**config.mk**
```make
export PLATFORM = sky130hd
export DESIGN_NAME = decode_execute_unit
export DESIGN_NICKNAME = d
export VERILOG_FILES = /design/src/rtl/decode_execute_pkg.sv /design/src/rtl/decode_execute_unit_alu_core.sv /design/src/rtl/decode_execute_unit.sv
export SDC_FILE = /design/constraint.sdc
export NUM_CORES = 1
export LEC_CHECK = 0
export CORE_MARGIN = 2
export CORE_UTILIZATION = 53
export CTS_CLUSTER_DIAMETER = 80
export DETAILED_ROUTE_END_ITERATION = 16
export PLACE_DENSITY = 0.78
export SLEW_MARGIN = 25
export SYNTH_ARGS = -nofsm -noshare
export SYNTH_HDL_FRONTEND = slang
export SYNTH_HIERARCHICAL = 1
export SYNTH_SLANG_ARGS = --single-unit
```
**constraint.sdc**
```tcl
create_clock -name clk -period 2.9 [get_ports clk]
set_input_delay 0.58 -clock clk [delete_from_list [all_inputs] [get_ports clk]]
set_output_delay 0.58 -clock clk [all_outputs]
set_load 0.01 [all_outputs]
```
**src/rtl/decode_execute_pkg.sv**
```systemverilog
// Shared opcode/state encodings for the registered decode-and-execute unit.
package decode_execute_pkg;

  localparam int OP_W = 4;

  typedef enum logic [OP_W-1:0] {
    OP_SUB = 4'd0,
    OP_ADD = 4'd1,
    OP_OR  = 4'd2,
    OP_AND = 4'd3,
    OP_SRA = 4'd4,
    OP_ROL = 4'd5,
    OP_LT  = 4'd6,
    OP_EQ  = 4'd7,
    OP_LDI = 4'd8
  } op_e;

  typedef enum logic {
    ST_IDLE  = 1'b0,
    ST_SHIFT = 1'b1
  } state_e;

endpackage

```
**src/rtl/decode_execute_unit_alu_core.sv**
```systemverilog
// Combinational ALU for every single-cycle operation; shifts pass rs through
// so that a zero-distance shift completes like any other single-cycle op.
module alu_core
  import decode_execute_pkg::*;
#(
  parameter int WIDTH = 8
) (
  input  logic [OP_W-1:0]  op,
  input  logic [WIDTH-1:0] rs,
  input  logic [WIDTH-1:0] rt,
  input  logic [WIDTH-1:0] imm,
  output logic [WIDTH-1:0] result,
  output logic             carry,
  output logic             err
);

  logic [WIDTH:0] sum;
  logic [WIDTH:0] diff;

  // SUB is rs + ~rt + 1, so its carry-out doubles as the unsigned rs >= rt flag
  assign sum  = {1'b0, rs} + {1'b0, rt};
  assign diff = {1'b0, rs} + {1'b0, ~rt} + {{WIDTH{1'b0}}, 1'b1};

  always_comb begin
    result = '0;
    carry  = 1'b0;
    err    = 1'b0;
    case (op)
      OP_SUB:  {carry, result} = diff;
      OP_ADD:  {carry, result} = sum;
      OP_OR:   result = rs | rt;
      OP_AND:  result = rs & rt;
      OP_SRA:  result = rs;
      OP_ROL:  result = rs;
      OP_LT:   result = {{(WIDTH-1){1'b0}}, (rs < rt)};
      OP_EQ:   result = {{(WIDTH-1){1'b0}}, (rs == rt)};
      OP_LDI:  result = imm;
      default: err = 1'b1;
    endcase
  end

endmodule

```
**src/rtl/decode_execute_unit.sv**
```systemverilog
// Registered decode/execute unit: register file, handshake FSM and a
// one-bit-per-cycle shift iterator around the combinational alu_core.
module decode_execute_unit
  import decode_execute_pkg::*;
#(
  parameter  int WIDTH = 8,
  parameter  int NREG  = 4,
  localparam int IDXW  = $clog2(NREG)
) (
  input  logic             clk,
  input  logic             rst_n,
  input  logic             in_valid,
  output logic             in_ready,
  input  logic [OP_W-1:0]  in_op,
  input  logic [IDXW-1:0]  in_rd,
  input  logic [IDXW-1:0]  in_rs,
  input  logic [IDXW-1:0]  in_rt,
  input  logic [WIDTH-1:0] in_imm,
  output logic             out_valid,
  output logic [IDXW-1:0]  out_rd,
  output logic [WIDTH-1:0] out_data,
  output logic             out_carry,
  output logic             out_zero,
  output logic             out_err,
  input  logic [IDXW-1:0]  dbg_addr,
  output logic [WIDTH-1:0] dbg_data
);

  localparam int SHW = $clog2(WIDTH);

  state_e           state, state_nxt;
  logic [WIDTH-1:0] rf [NREG];
  logic [WIDTH-1:0] acc, acc_step;
  logic [SHW-1:0]   cnt;
  logic             shift_rol;
  logic [IDXW-1:0]  shift_rd;

  logic [WIDTH-1:0] rs_val, rt_val, alu_result;
  logic [SHW-1:0]   n;
  logic             alu_carry, alu_err;
  logic             accept, is_shift, start_shift, finish_shift;

  assign rs_val       = rf[in_rs];
  assign rt_val       = rf[in_rt];
  assign n            = rt_val[SHW-1:0];
  assign dbg_data     = rf[dbg_addr];
  assign accept       = in_valid && in_ready;
  assign is_shift     = (in_op == OP_SRA) || (in_op == OP_ROL);
  assign start_shift  = accept && is_shift && (n != '0);
  assign finish_shift = (state == ST_SHIFT) && (cnt == SHW'(1));
  assign acc_step     = shift_rol ? {acc[WIDTH-2:0], acc[WIDTH-1]}
                                  : {acc[WIDTH-1], acc[WIDTH-1:1]};

  alu_core #(.WIDTH(WIDTH)) u_alu (
    .op     (in_op),
    .rs     (rs_val),
    .rt     (rt_val),
    .imm    (in_imm),
    .result (alu_result),
    .carry  (alu_carry),
    .err    (alu_err)
  );

  always_ff @(posedge clk or negedge rst_n) begin
    if (!rst_n) state <= ST_IDLE;
    else        state <= state_nxt;
  end

  always_comb begin
    state_nxt = state;
    case (state)
      ST_IDLE:  if (start_shift)  state_nxt = ST_SHIFT;
      ST_SHIFT: if (finish_shift) state_nxt = ST_IDLE;
      default:  state_nxt = ST_IDLE;
    endcase
  end

  always_comb begin
    in_ready = (state == ST_IDLE);
  end

  // Reset aborts any shift in flight; the register file only changes on completion
  always_ff @(posedge clk or negedge rst_n) begin
    if (!rst_n) begin
      for (int i = 0; i < NREG; i++) rf[i] <= '0;
      acc       <= '0;
      cnt       <= '0;
      shift_rol <= 1'b0;
      shift_rd  <= '0;
      out_valid <= 1'b0;
      out_rd    <= '0;
      out_data  <= '0;
      out_carry <= 1'b0;
      out_zero  <= 1'b1;
      out_err   <= 1'b0;
    end else begin
      out_valid <= 1'b0;
      if (start_shift) begin
        acc       <= rs_val;
        cnt       <= n;
        shift_rol <= (in_op == OP_ROL);
        shift_rd  <= in_rd;
      end else if (accept) begin
        if (!alu_err) rf[in_rd] <= alu_result;
        out_valid <= 1'b1;
        out_rd    <= in_rd;
        out_data  <= alu_result;
        out_carry <= alu_carry;
        out_zero  <= (alu_result == '0);
        out_err   <= alu_err;
      end else if (state == ST_SHIFT) begin
        acc <= acc_step;
        cnt <= cnt - SHW'(1);
        if (finish_shift) begin
          rf[shift_rd] <= acc_step;
          out_valid    <= 1'b1;
          out_rd       <= shift_rd;
          out_data     <= acc_step;
          out_carry    <= 1'b0;
          out_zero     <= (acc_step == '0);
          out_err      <= 1'b0;
        end
      end
    end
  end

endmodule

```
==> impl_metrics.tcl <==
set metrics [dict create \
    io_buffers 45 \
    post-route-period-util 1.17 \
    ios 46 \
    required_ps 3200 \
    cts_tree "yes" \
    setup_viol 36 \
    first_pass_iters 9 \
    cp-start-kind "register" \
    r2r-end "out_zero" \
    ys_types 72 \
    cts-hold-fix-buffers 0 \
    row_count 35 \
    clk_latency_ps 350 \
    nets 760 \
    p_seq_frac 0.199 \
    vias 5562 \
    synth_nets 562 \
    grt_max_degree 35 \
    cp-end-kind "register" \
    total_leakage_power_nw 3.34 \
    dieHeight_microns 100 \
    final_area_sq_um 7520 \
    peakVddDrop_v 0.000635 \
    die_area_sq_um 10000 \
    core_area_sq_um 9110 \
    clock_sinks 61 \
    regToRegStartpoint "rf[24]" \
    power.share.combinational 0.723 \
    die_w_microns 100 \
    slew_violations 0 \
    via_per_inst 6.76 \
    grt_overflow_total 0 \
    synth.avg_cell_area_sq_um 9.64 \
    status "complete, but fails checks" \
    hold_ws_ps 306 \
    hpwlAfterDp_microns 13400 \
    min_period_ps 3390 \
    drtAntennaViolNets 0 \
    failed_checks "negative setup slack" \
    cts_root_buffer "clkbuf_8" \
    cp_max_fo 3 \
    track_usage 0.392 \
    tightest_slew_ps 1100 \
    clkTransAtPathRegs_ps 70 \
    max_slew_margin 0.248 \
    post_drt_wl_per_cell_microns 24.7 \
    grt_pass1_wl_microns 29800 \
    pwr-share-clk 0.078 \
    fill_cells 533 \
    clk_path_buf_depth 2 \
    wirelength_microns 20300 \
    synth_area_sq_um 4910 \
    ys.flop_type "dfrtp_1" \
    num_antenna_cells 0 \
    setup_ws_ps -486 \
    min-delay-path-class "primary input to async pin" \
    finalHoldViolCount 0 \
    rsz0062_at_grt "yes" \
    cts_made_buffers 9 \
    place_area_sq_um 6600 \
    maxCapViolCount 0 \
    initial_core_util 0.539 \
    max_freq_mhz 295 \
    syn_to_final_growth_pct 53.3 \
    cp-startpoint "rf[24]" \
    drc 0 \
    ctsHtreeMaxLevel 3 \
    fin_skew_ps 11.9 \
    antenna_found_initial 0 \
    dr.first_iter.drc_count 619 \
    internal_power_mw 4.76 \
    switching_share 0.436 \
    crit_path_end "out_zero" \
    p_switching_mw 3.68 \
    r2r_cells 13 \
    drive_gt1_frac 0.480 \
    synthArstFlopShare 1.00 \
    power_per_cell_area_nw_per_um2 1120 \
    grt_pass1_vias 5472 \
    synth_edf_count 0 \
    arrival_ps 3680 \
    path_class "register to register" \
    routabilityCongestion 0.973 \
    ys_warn_count 6 \
    r2r_setup_slack_ps -490 \
    yosysSeqAreaShare 0.311 \
    ys_ff_latch 61 \
    netlist_instances 509 \
]
## power groups by stage
stage,clock [mW],sequential (mW),combinational (mW)
after global placement,0,1.59,4.55
final,0.659,1.68,6.11
after floorplan,0,1.48,2.51
after detailed placement,0,1.61,4.64
after CTS,0.650,1.61,5.40
after global routing,0.700,1.69,6.44
## placed cells by master, fill, tap and decap left out, types with 9 or more instances in the layout
cell | netlist | routed
ha_1 | 28 | 15
clkdlybuf4s50_1 | 0 | 39
buf_6 | 2 | 17
nor3_1 | 17 | 13
a21oi_1 | 20 | 13
nand2_1 | 50 | 31
mux2i_1 | 10 | 10
nor2_1 | 23 | 20
clkbuf_8 | 0 | 9
nor4_1 | 10 | 9
inv_1 | 31 | 22
buf_4 | 2 | 153
o21ai_2 | 1 | 20
mux4_2 | 25 | 25
o21ai_1 | 2 | 11
a22o_1 | 25 | 25
dfrtp_1 | 60 | 59
nand2_2 | 0 | 13
o21ai_0 | 43 | 14
## metrics by stage
stage | cells | setup WS, ps | total power [mW] | util | setup TNS [ps]
CTS | 816 | -457 | 7.66 | 0.791 | -7900
global placement | 776 | -1160 | 6.14 | 0.724 | -43920
floorplan | 509 | -431 | 3.98 | - | -5920
detailed placement | 776 | -1210 | 6.25 | 0.724 | -45990
global route | 823 | -525 | 8.82 | 0.826 | -10490
finish | 823 | -486 | 8.45 | 0.826 | -7970
## state kept, by name (all words and copies together), names as in the netlist
name       cells
rf            32
out_rd         2
out_valid      1
out_zero       1
shift_rd       2
shift_rol      1
cnt            3
state          1
out_data       8
out_err        1
out_carry      1
acc            8
## worst max-delay path, stage by stage, from the launching register on
cell and delay, ps:
dfrtp_1 420, mux4_2 570, ha_4 210, inv_2 50, fa_2 220, nor2b_4 50, o31a_1 270, o31a_1 280
a31o_1 220, a211o_4 380, nor4_4 260, nand3_1 140, o21ai_1 110, mux2_4 170
## per-layer routing
| metal | GRT usage | vias to the layer above | routed length (microns) |
|---|---|---|---|
| li1 | - | 2332 | - |
| met1 | 0.504 | 2678 | 7100 |
| met2 | 0.644 | 415 | 9740 |
| met3 | 0.0662 | 137 | 2190 |
| met4 | 0.189 | 0 | 1300 |
| met5 | 0 | - | 0 |
## area by class of cell
type | count | area [sq um] | area share
sequential | 61 | 1530 | 0.203
multi-input combinational | 383 | 3660 | 0.486
inverter | 31 | 121 | 0.0161
timing repair buffer | 221 | 1910 | 0.255
clock buffer | 11 | 131 | 0.0175
clock inverter | 5 | 27.5 | 0.00366
tap | 111 | 139 | 0.0185
## logic make-up after synthesis
| group | count (synthesis) | synth area share |
|---|---|---|
| AOI/OAI and AO/OA | 158 | 0.232 |
| muxes | 48 | 0.165 |
| adders and majority gates | 30 | 0.0796 |
| xor gates and xnor gates | 5 | 0.00892 |
| buffers and inverters | 65 | 0.0556 |
| DFF | 61 | 0.311 |
| and+or+nand+nor | 142 | 0.148 |
## synthesized netlist by cell type, types with 3 or more instances
master / number / area share
dfrtp_1: 60 / 0.31
nand2_1: 50 / 0.038
o21ai_0: 43 / 0.044
inv_1: 31 / 0.024
ha_1: 28 / 0.071
a22o_1: 25 / 0.045
mux4_2: 25 / 0.11
nor2_1: 23 / 0.018
a21oi_1: 20 / 0.020
clkbuf_1: 18 / 0.014
nor3_1: 17 / 0.017
mux2_1: 11 / 0.025
mux2i_1: 10 / 0.020
nor4_1: 10 / 0.013
a221o_1: 8 / 0.016
nand3_1: 8 / 0.0082
nor2b_1: 8 / 0.010
o2bb2ai_1: 8 / 0.014
buf_1: 7 / 0.0054
a22oi_1: 6 / 0.0092
a211oi_1: 5 / 0.0076
buf_2: 5 / 0.0051
nor3b_1: 4 / 0.0061
xnor2_1: 4 / 0.0071
a211o_1: 3 / 0.0054
a21o_1: 3 / 0.0046
o211ai_1: 3 / 0.0046
o221ai_2: 3 / 0.0092
o22ai_1: 3 / 0.0038
o31ai_1: 3 / 0.0046
or3_1: 3 / 0.0038
## worst min-delay path by stage
stage                startpoint          end  depth (start not counted)
finish                    rst_n       cnt[2]                          1
floorplan                 rst_n       acc[0]                          0
global placement    out_data[3]  out_data[3]                          1
detailed placement    out_rd[0]    out_rd[0]                          1
CTS                       rst_n       cnt[2]                          1
global route              rst_n       cnt[2]                          1
## what timing repair did
| item | in CTS | in global routing |
|---|---|---|
| pin swaps | 41 | 45 |
| endpoints found under the setup margin | 42 | 40 |
| buffers inserted | 24 | 12 |
| resized for setup | 82 | 87 |
Power figures use the tool's default switching activity.
